File: config.mk
export PLATFORM = sky130hd
export DESIGN_NAME = ctrl_seq
export DESIGN_NICKNAME = d
export VERILOG_FILES = /design/src/rtl/ctrl_seq.sv
export SDC_FILE = /design/constraint.sdc
export NUM_CORES = 1
export LEC_CHECK = 0
export ABC_AREA = 0
export CAP_MARGIN = 5
export CORE_ASPECT_RATIO = 1.1
export CORE_MARGIN = 3
export CORE_UTILIZATION = 43
export DETAILED_ROUTE_END_ITERATION = 10
export HOLD_SLACK_MARGIN = 0.15
export MAX_ROUTING_LAYER = met4
export PLACE_DENSITY = 0.84
export SETUP_SLACK_MARGIN = 0.15
export SLEW_MARGIN = 10
export SYNTH_ARGS = -nofsm -noshare
export SYNTH_HDL_FRONTEND = slang
export SYNTH_SLANG_ARGS = --single-unit
File: constraint.sdc
create_clock -name clk -period 4.8 [get_ports clk]
set_input_delay 0.48 -clock clk [delete_from_list [all_inputs] [get_ports clk]]
set_output_delay 0.48 -clock clk [all_outputs]
set_load 0.02 [all_outputs]
File: src/rtl/ctrl_seq.sv
`default_nettype none
// ============================================================================
// ctrl_seq : registered control-word sequencer with exception/interrupt entry
//            and NOP flush.                                       Rev 1.0
// ============================================================================
module ctrl_seq #(
    parameter int                     SIG_W     = 41,
    parameter int                     N_EXC     = 4,
    parameter int                     N_INT     = 3,
    parameter int                     FLUSH_CYC = 2,
    parameter logic [SIG_W-1:0]       RST_WORD  = '0,
    parameter logic [SIG_W-1:0]       BOOT_WORD = '0,
    parameter logic [SIG_W-1:0]       NOP_WORD  = '0,
    parameter logic [N_EXC*SIG_W-1:0] EXC_WORDS = '0,
    parameter logic [N_INT*SIG_W-1:0] INT_WORDS = '0,
    parameter int                     HAZ_LSB   = 24,
    parameter logic [7:0]             HAZ_VAL   = 8'b0100_0111
) (
    input  logic             clk,
    input  logic             reset,
    input  logic [SIG_W-1:0] dec_word,
    input  logic             ctrl_haz,
    input  logic [N_EXC-1:0] exceptions,
    input  logic [N_INT-1:0] interrupts,
    input  logic             int_ret,
    output logic [SIG_W-1:0] signals,
    output logic [2:0]       state_o,
    output logic             int_busy
);

    localparam logic [2:0] S_BOOT  = 3'd0;
    localparam logic [2:0] S_RUN   = 3'd1;
    localparam logic [2:0] S_EXC   = 3'd2;
    localparam logic [2:0] S_INT   = 3'd3;
    localparam logic [2:0] S_FLUSH = 3'd4;
    localparam logic [3:0] FLUSH_LD = 4'(FLUSH_CYC);

    logic [2:0]       state_q, state_d;
    logic [SIG_W-1:0] signals_q, signals_d;
    logic [N_INT-1:0] pend_q, pend_d;
    logic             busy_q, busy_d;
    logic [3:0]       fcnt_q, fcnt_d;

    logic             exc_any;
    logic [SIG_W-1:0] exc_word;
    logic [N_INT-1:0] int_avail;
    logic [N_INT-1:0] int_sel;
    logic [SIG_W-1:0] int_word;
    logic [SIG_W-1:0] dec_haz;
    logic             int_take;
    logic             flush_last;

    // Descending scans so the lowest set index is the one that sticks.
    always_comb begin
        exc_any  = |exceptions;
        exc_word = NOP_WORD;
        for (int e = N_EXC - 1; e >= 0; e--) begin
            if (exceptions[e]) exc_word = EXC_WORDS[e*SIG_W +: SIG_W];
        end
    end

    always_comb begin
        int_avail = pend_q & ~{N_INT{busy_q}};
        int_sel   = '0;
        int_word  = NOP_WORD;
        for (int i = N_INT - 1; i >= 0; i--) begin
            if (int_avail[i]) begin
                int_sel  = '0;
                int_sel[i] = 1'b1;
                int_word = INT_WORDS[i*SIG_W +: SIG_W];
            end
        end
    end

    always_comb begin
        dec_haz = dec_word;
        if (ctrl_haz) dec_haz[HAZ_LSB +: 8] = HAZ_VAL;
    end

    assign flush_last = (fcnt_q <= 4'd1);

    always_ff @(posedge clk or negedge reset) begin
        if (!reset) begin
            state_q   <= S_BOOT;
            signals_q <= RST_WORD;
            pend_q    <= '0;
            busy_q    <= 1'b0;
            fcnt_q    <= 4'd0;
        end else begin
            state_q   <= state_d;
            signals_q <= signals_d;
            pend_q    <= pend_d;
            busy_q    <= busy_d;
            fcnt_q    <= fcnt_d;
        end
    end

    always_comb begin
        state_d  = state_q;
        fcnt_d   = fcnt_q;
        int_take = 1'b0;
        case (state_q)
            S_BOOT: state_d = S_RUN;
            S_RUN: begin
                if (exc_any) begin
                    state_d = S_EXC;
                end else if (|int_avail) begin
                    state_d  = S_INT;
                    int_take = 1'b1;
                end
            end
            S_EXC, S_INT: begin
                state_d = S_FLUSH;
                fcnt_d  = FLUSH_LD;
            end
            S_FLUSH: begin
                if (flush_last) begin
                    state_d = S_RUN;
                    fcnt_d  = 4'd0;
                end else begin
                    fcnt_d  = fcnt_q - 4'd1;
                end
            end
            default: state_d = S_BOOT;
        endcase
    end

    // The word loaded on the last FLUSH cycle is the first RUN-cycle word,
    // so exactly FLUSH_CYC NOPs follow an entry word.
    always_comb begin
        signals_d = NOP_WORD;
        case (state_q)
            S_BOOT:  signals_d = BOOT_WORD;
            S_RUN:   signals_d = exc_any ? exc_word : ((|int_avail) ? int_word : dec_haz);
            S_FLUSH: signals_d = flush_last ? dec_word : NOP_WORD;
            default: signals_d = NOP_WORD;
        endcase
        pend_d = (pend_q & ~(int_take ? int_sel : '0)) | interrupts;
        if (int_take)     busy_d = 1'b1;
        else if (int_ret) busy_d = 1'b0;
        else              busy_d = busy_q;
    end

    assign signals  = signals_q;
    assign state_o  = state_q;
    assign int_busy = busy_q;

endmodule
`default_nettype wire

; ---- Word-level counts from Yosys, hierarchy flattened
; Index checks and enable logic that the tools add are counted.
[classes]
n_eq_ne = 6
n_addsub = 1
bitwise = 5
muxes = 20
magnitude_cmp = 1
n_reduce_logical = 7
[ops]
columns = op, count
row1 = two-way mux 41 bit, 3
row2 = one-hot mux 41 bit (2 select lines), 1
row3 = two-way mux 3 bit, 7
row4 = one-hot mux 3 bit (4 select lines), 1
row5 = two-way mux 8 bit, 1
row6 = one-hot mux 4 bit (2 select lines), 1
row7 = AND 3 bit, 2
row8 = equality test 3 x 2 -> 1 bit (second input constant), 2
row9 = inverter 3 bit, 2
row10 = two-way mux 1 bit, 5
row11 = <= comparator 4 x 1 -> 1 bit (second input constant), 1
row12 = two-way mux 4 bit, 1
row13 = nonzero test 2 bit, 2
row14 = OR reduction 4 bit, 1
row15 = subtractor 4 x 1 -> 4 bit (second input constant), 1
row16 = equality test 3 x 1 -> 1 bit (second input constant), 1
row17 = equality test 3 bit (second input constant), 1
row18 = logical NOT 3 bit, 1
row19 = inequality test 3 bit (second input constant), 1
row20 = OR 3 bit, 1
row21 = OR reduction 3 bit, 1
row22 = inequality test 2 bit (second input constant), 1
row23 = AND reduction 2 bit, 1
row24 = OR reduction 2 bit, 1
[word_totals]
input_bits = 52
wordCells = 45
reg_bits = 52

; ---- Longest topological paths before layout
; Gate-level depths: netlist of the first run.
[depth]
word_depth = 10
ltp_mapped = 6
ltp_nobuf = 5

; ---- Worst setup path after synthesis of the first run
; No wires, ideal clock.
[synth_path]
path_kind = flip-flop to flip-flop
start = register fcnt_q[0]
end = register signals_q[0] (netlist: signals[0])
period_less_slack_ps = 1704
n_path_buf = 1
stages_incl_launch_ff = 7
required_ps = 4680
path_slack_ps = 3096
arrival_time_ps = 1584
cell_sequence = dfrtp_1 > inv_1 > ha_1 > o21ai_0 > o22ai_2 > buf_6 > and2_2
[synth_via]
elab_chain_len = 3
[synth_rtl]
columns = item, line
row1 = start: declaration, 42  ; logic [3:0] fcnt_q, fcnt_d;
row2 = start signal: assignment, 94  ; fcnt_q <= fcnt_d;
row3 = <= comparator 4 x 1 -> 1 bit, 80  ; assign flush_last = (fcnt_q <= 4'd1);
row4 = two-way mux 41 bit, 135  ; S_FLUSH: signals_d = flush_last ? dec_word : NOP_WORD;
row5 = one-hot mux 41 bit (2 select lines), 132  ; case (state_q)
row6 = net signals_d[0], 39  ; logic [SIG_W-1:0] signals_q, signals_d;
row7 = end signal: assignment, 91  ; signals_q <= signals_d;
row8 = end: declaration, 39
; The timed path passes the listed nets, and every way through them passes these cells.
; A chain may end at the register's enable or synchronous reset.

; ---- Worst setup path in the final report of the first run
[layout_path]
start = input exceptions[1]
end = register signals_q[19] (netlist: signals[19])
[layout_via]
elab_chain_len = 3
[layout_rtl]
columns = item, line
row1 = start: declaration, 23  ; input logic [N_EXC-1:0] exceptions,
row2 = OR reduction 4 bit, 55  ; exc_any = |exceptions;
row3 = two-way mux 41 bit, 134  ; S_RUN: signals_d = exc_any ? exc_word : ((|int_avail) ? int_word : dec_haz);
row4 = one-hot mux 41 bit (2 select lines), 132
row5 = net signals_d[19], 39
; The timed path passes the listed nets, and every way through them passes these cells.

==> results of run 1 <==
-- per-layer routing --
layer / up-vias / part of all wire / global-route usage
li1: 687 / - / -
met5: - / 0 / -
met1: 681 / 0.38 / 0.188
met2: 57 / 0.54 / 0.283
met4: 0 / 0.016 / 0.0508
met3: 6 / 0.069 / 0.0492
-- synth_stat cells (all sizes together) --
library cell / count
clkbuf: 1
and2: 37
o2bb2ai: 1
or2b: 1
nor3: 1
a21boi: 4
inv: 9
o31ai: 1
nand3b: 1
a21oi: 3
o32ai: 1
nand4: 1
nand2: 6
o21ai: 3
o41ai: 2
dfrtp: 52
a31oi: 1
buf: 4
nand3: 3
or3b: 1
a21o: 1
ha: 2
a32o: 1
nand2b: 5
nor2: 5
or2: 1
o22ai: 2
nor4: 2
-- sequential cells by signal, indices dropped and copies added, names as in the netlist --
name      flops
state_o       3
fcnt_q        4
pend_q        3
int_busy      1
signals      41
-- layout make-up --
cell class                 count  area, µm²
timing repair buffer          96        958
fill                         333       1320
tap                           54       67.6
sequential                    52       1300
multi-input combinational     86        613
inverter                       9       33.8
clock buffer                   8       90.1
-- cells by family after synthesis --
family                     count (synthesis)  share of synthesized area
and+or+nand+nor                           64                      0.223
DFF                                       52                      0.654
AOI/OAI and AO/OA                         20                     0.0729
buffers and inverters                     14                     0.0383
adders and majority gates                  2                     0.0126
-- metrics by stage --
stage                     hold slack (ns)  cells
final                               0.181    305
after global routing                0.220    305
after CTS                           0.418    305
after detailed placement            0.506    297
after global placement              0.497    297
after floorplan                     0.184    152
-- where the power goes --
group          internal (W)  total [W]  switching (W)
sequential         0.000493   0.000546      0.0000521
combinational      0.000175   0.000343       0.000168
clock              0.000118   0.000247       0.000130
total              0.000786    0.00114       0.000350
-- worst min path at each step --
stage / slack (ns) / end / from
after global routing: 0.22 / state_o[0]$_DFFE_PN0P_ / reset
after floorplan: 0.18 / fcnt_q[0]$_DFFE_PN0P_ / reset
after detailed placement: 0.51 / pend_q[2]$_DFF_PN0_ / pend_q[2]$_DFF_PN0_
final: 0.18 / state_o[0]$_DFFE_PN0P_ / reset
after CTS: 0.42 / state_o[0]$_DFFE_PN0P_ / reset
after global placement: 0.50 / pend_q[2]$_DFF_PN0_ / pend_q[2]$_DFF_PN0_
-- worst max-delay path, delay by kind of cell --
kind	cells	cell delay (ns)
buf+inv	1	0.44
simple gates	3	0.81
compound gates	1	0.76
==> impl_metrics.tcl, run 1 <==
set metrics [dict create \
    final_common_cell "clkdlybuf4s50_1" \
    outcome "finished, final reports clean" \
    num_rows 25 \
    synth_area_leaders "dfrtp_1 (65%), and2_2 (12%), inv_1 (1.7%), buf_6 (1.7%), and2_1 (1.6%)" \
    ctsResizeCount 0 \
    path_clk_slew_ns 0.09 \
    grt.total_usage 0.166 \
    h-tree-depth 2 \
    hold_viol_final 0 \
    final_max_slew_viol_count 0 \
    ys_seq_area_frac 0.654 \
    hold_class "input pin to async pin" \
    finalSetupTns_ns 0 \
    postSynthCellCount 152 \
    cts.sinks 52 \
    drtIter0Drc 130 \
    finalPower_w 0.00114 \
    drive_gt1_frac 0.175 \
    final_cell_mix "clkdlybuf4s50_1 (95), dfrtp_1 (52), and2_2 (32)" \
    grt_pass1_wl_um 6810 \
    setup-violations-final 0 \
    syn_area_um2 1990 \
    synth.top_cell.area_share 0.654 \
    slowest_delay_ns 0.76 \
    antenna_cells 0 \
    postRouteAntennaNets 0 \
    rsz0062_at_grt "no" \
    cts_root_buf "clkbuf_8" \
    synth.ff_latch_count 52 \
    place_hpwl_um 3120 \
    worst_slew_pin_slew_ns 0.994 \
    finClkSkew_ns 0.00993 \
    die_area_um2 5480 \
    clk_latency_ns 0.30 \
    critPathKind "input pin to register" \
    synth_top_area_cell "dfrtp_1" \
    dr.pass1.iters 4 \
    crit_end "signals[19]$_DFF_PN0_" \
    layout.nets 304 \
    power_density_nw_per_um2 371 \
    placed_area_um2 2970 \
    reg2reg_to "signals[19]$_DFF_PN0_" \
    critical_path.max_fanout 37 \
    syn_area_per_cell_um2 13.1 \
    syn_nets 206 \
    wirelength_um 4140 \
    pre_cts_ws_ns 2.11 \
    worstPathArrival_ns 2.51 \
    leakagePower_nw 1.38 \
    wl_per_cell_um 13.6 \
    slowest_stage "o22ai_2" \
    yosys_warnings 0 \
    die_h_um 77.4 \
    drc 0 \
    synth_cell_types 33 \
    slew_headroom 0.337 \
    cts_tree "done" \
    gp_congestion 0.780 \
    post_cts_buffers 0 \
    maxCapViolCount 0 \
    period_share 0.475 \
    fin_crit_ns 2.28 \
    vdd_drop_max_mv 0.190 \
    cts_buffers 5 \
    vias 1431 \
    grt_max_degree 53 \
    grt-ovfl-total 0 \
    clockBufferDepth 2 \
    r2r-start "fcnt_q[0]$_DFFE_PN0P_" \
    stdcell_area_um2 3060 \
    endpoint_kind "register" \
    first_global_vias 1409 \
    setup_slack_ns 2.52 \
    coreArea_um2 4380 \
    clock.fmax_mhz 439 \
    io_buffers 96 \
    syn2layout_area_growth_pct 53.9 \
    num_io_pins 97 \
    path_cells "clkdlybuf4s50_1, nor4_4, nand3_4, o22ai_2, and2_2" \
    start_kind "input pin" \
    r2r_cells 5 \
    viasPerCell 4.69 \
    antenna_found_initial 0 \
    die_w_um 70.9 \
    ff2ff_setup_slack_ns 2.63 \
    critPathLaunch "exceptions[1]" \
    cp.required_ns 5.03 \
    start_util 0.455 \
    fin_util 0.700 \
    cts_hold_buf 0 \
]
Note: power is estimated with default switching activity, not from simulation.
==> run 2: changes to the inputs <==
CORE_UTILIZATION = 40   (was 43)
PLACE_DENSITY = 0.79   (was 0.84)
clock period = 2.2 ns   (was 4.8 ns; I/O delays follow)
==> impl_metrics.tcl, run 2 (synthesized netlist as in run 1, its figures left out) <==
set metrics [dict create \
    viasPerCell 4.56 \
    finClkSkew_ns 0.00654 \
    setup_slack_ns 0.439 \
    cts_buffers 5 \
    critical_path.max_fanout 12 \
    clockBufferDepth 2 \
    antenna_found_initial 0 \
    placed_area_um2 3020 \
    worst_slew_pin_slew_ns 0.859 \
    cts_root_buf "clkbuf_8" \
    cts_tree "done" \
    hold_viol_final 0 \
    coreArea_um2 4720 \
    post_cts_buffers 0 \
    io_buffers 96 \
    die_area_um2 5860 \
    grt-ovfl-total 0 \
    first_global_vias 1493 \
    rsz0062_at_grt "no" \
    maxCapViolCount 0 \
    stdcell_area_um2 3150 \
    slew_headroom 0.428 \
    path_clk_slew_ns 0.09 \
    setup-violations-final 0 \
    largest_reg_flops 41 \
    vias 1424 \
    vdd_drop_max_mv 0.428 \
    r2r_cells 7 \
    endpoint_kind "primary output" \
    gp_congestion 0.700 \
    clk_latency_ns 0.30 \
    cts_hold_buf 1 \
    die_w_um 73.3 \
    drtIter0Drc 43 \
    grt_max_degree 42 \
    wl_per_cell_um 13.2 \
    fin_crit_ns 1.76 \
    cp.required_ns 1.98 \
    path_cells "clkdlybuf4s50_1" \
    clock.fmax_mhz 568 \
    outcome "finished, final reports clean" \
    final_max_slew_viol_count 0 \
    fin_util 0.668 \
    antenna_cells 0 \
    cpLargestDelayFamily "buffers and inverters" \
    finalSetupTns_ns 0 \
    ctsResizeCount 0 \
    drc 0 \
    final_common_cell "clkdlybuf4s50_1" \
    critPathKind "register to primary output" \
    slowest_stage "clkdlybuf4s50_1" \
    holdPathStages 3 \
    grt.total_usage 0.156 \
    cp_num_cells 1 \
    start_util 0.422 \
    postRouteAntennaNets 0 \
    worstPathArrival_ns 1.54 \
    place_hpwl_um 3180 \
    grt_pass1_wl_um 6870 \
    hold_class "input pin to register" \
    finalPower_w 0.00267 \
    start_kind "register" \
    die_h_um 80.0 \
    h-tree-depth 2 \
    period_share 0.800 \
    dr.pass1.iters 2 \
    layout.nets 309 \
    final_cell_mix "clkdlybuf4s50_1 (95), dfrtp_1 (52), and2_2 (32)" \
    leakagePower_nw 1.43 \
    crit_buf_inv 1 \
    num_io_pins 97 \
    num_rows 26 \
    cts.sinks 52 \
    wirelength_um 4130 \
    power_density_nw_per_um2 846 \
    drive_gt1_frac 0.195 \
    pre_cts_ws_ns 0.310 \
    syn2layout_area_growth_pct 58.4 \
    slowest_delay_ns 0.68 \
]
run 2: worst min-delay path: stages:
cell and delay, ns:
clkdlybuf4s50_1 0.40, inv_1 0.05, a21boi_1 0.05
run 2: stage by stage:
stage / instances / hold slack [ns]
floorplan: 152 / -0.0756
global route: 312 / 0.462
global placement: 303 / 0.378
detailed placement: 303 / 0.384
CTS: 312 / 0.446
finish: 312 / 0.454
run 2: power breakdown:
part / internal (W) / switching [W]
registers: 0.00108 / 0.000112
clock network: 0.000401 / 0.000293
logic: 0.000414 / 0.000370
total: 0.00189 / 0.000775
run 2: layout make-up:
| cell class | count | area [µm²] |
|---|---|---|
| timing repair buffer | 101 | 1010 |
| multi-input combinational | 86 | 613 |
| inverter | 9 | 33.8 |
| sequential | 52 | 1300 |
| clock inverter | 1 | 30.0 |
| tap | 56 | 70.1 |
| fill | 378 | 1560 |
| clock buffer | 7 | 96.3 |
run 2: per-layer routing:
layer  vias to the layer above  GRT usage  wire, µm
met4                         0     0.0387        25
li1                        696          -         -
met2                        51      0.258      2180
met5                         -          -         0
met1                       673      0.179      1570
met3                         4     0.0579       352
run 2: worst paths after layout:
| path | start | end | slack, ns |
|---|---|---|---|
| min in group asynchronous | reset | fcnt_q[3]$_DFFE_PN0P_ | 0.57 |
| max in group asynchronous | reset | signals[0]$_DFF_PN0_ | 1.00 |
| hold reg to reg | pend_q[2]$_DFF_PN0_ | pend_q[2]$_DFF_PN0_ | 0.53 |
| setup / recovery | state_o[2]$_DFFE_PN0P_ | state_o[2] | 0.44 |
| setup reg to reg | fcnt_q[0]$_DFFE_PN0P_ | signals[11]$_DFF_PN0_ | 0.58 |
| hold / removal | dec_word[25] | signals[25]$_DFF_PN0_ | 0.45 |
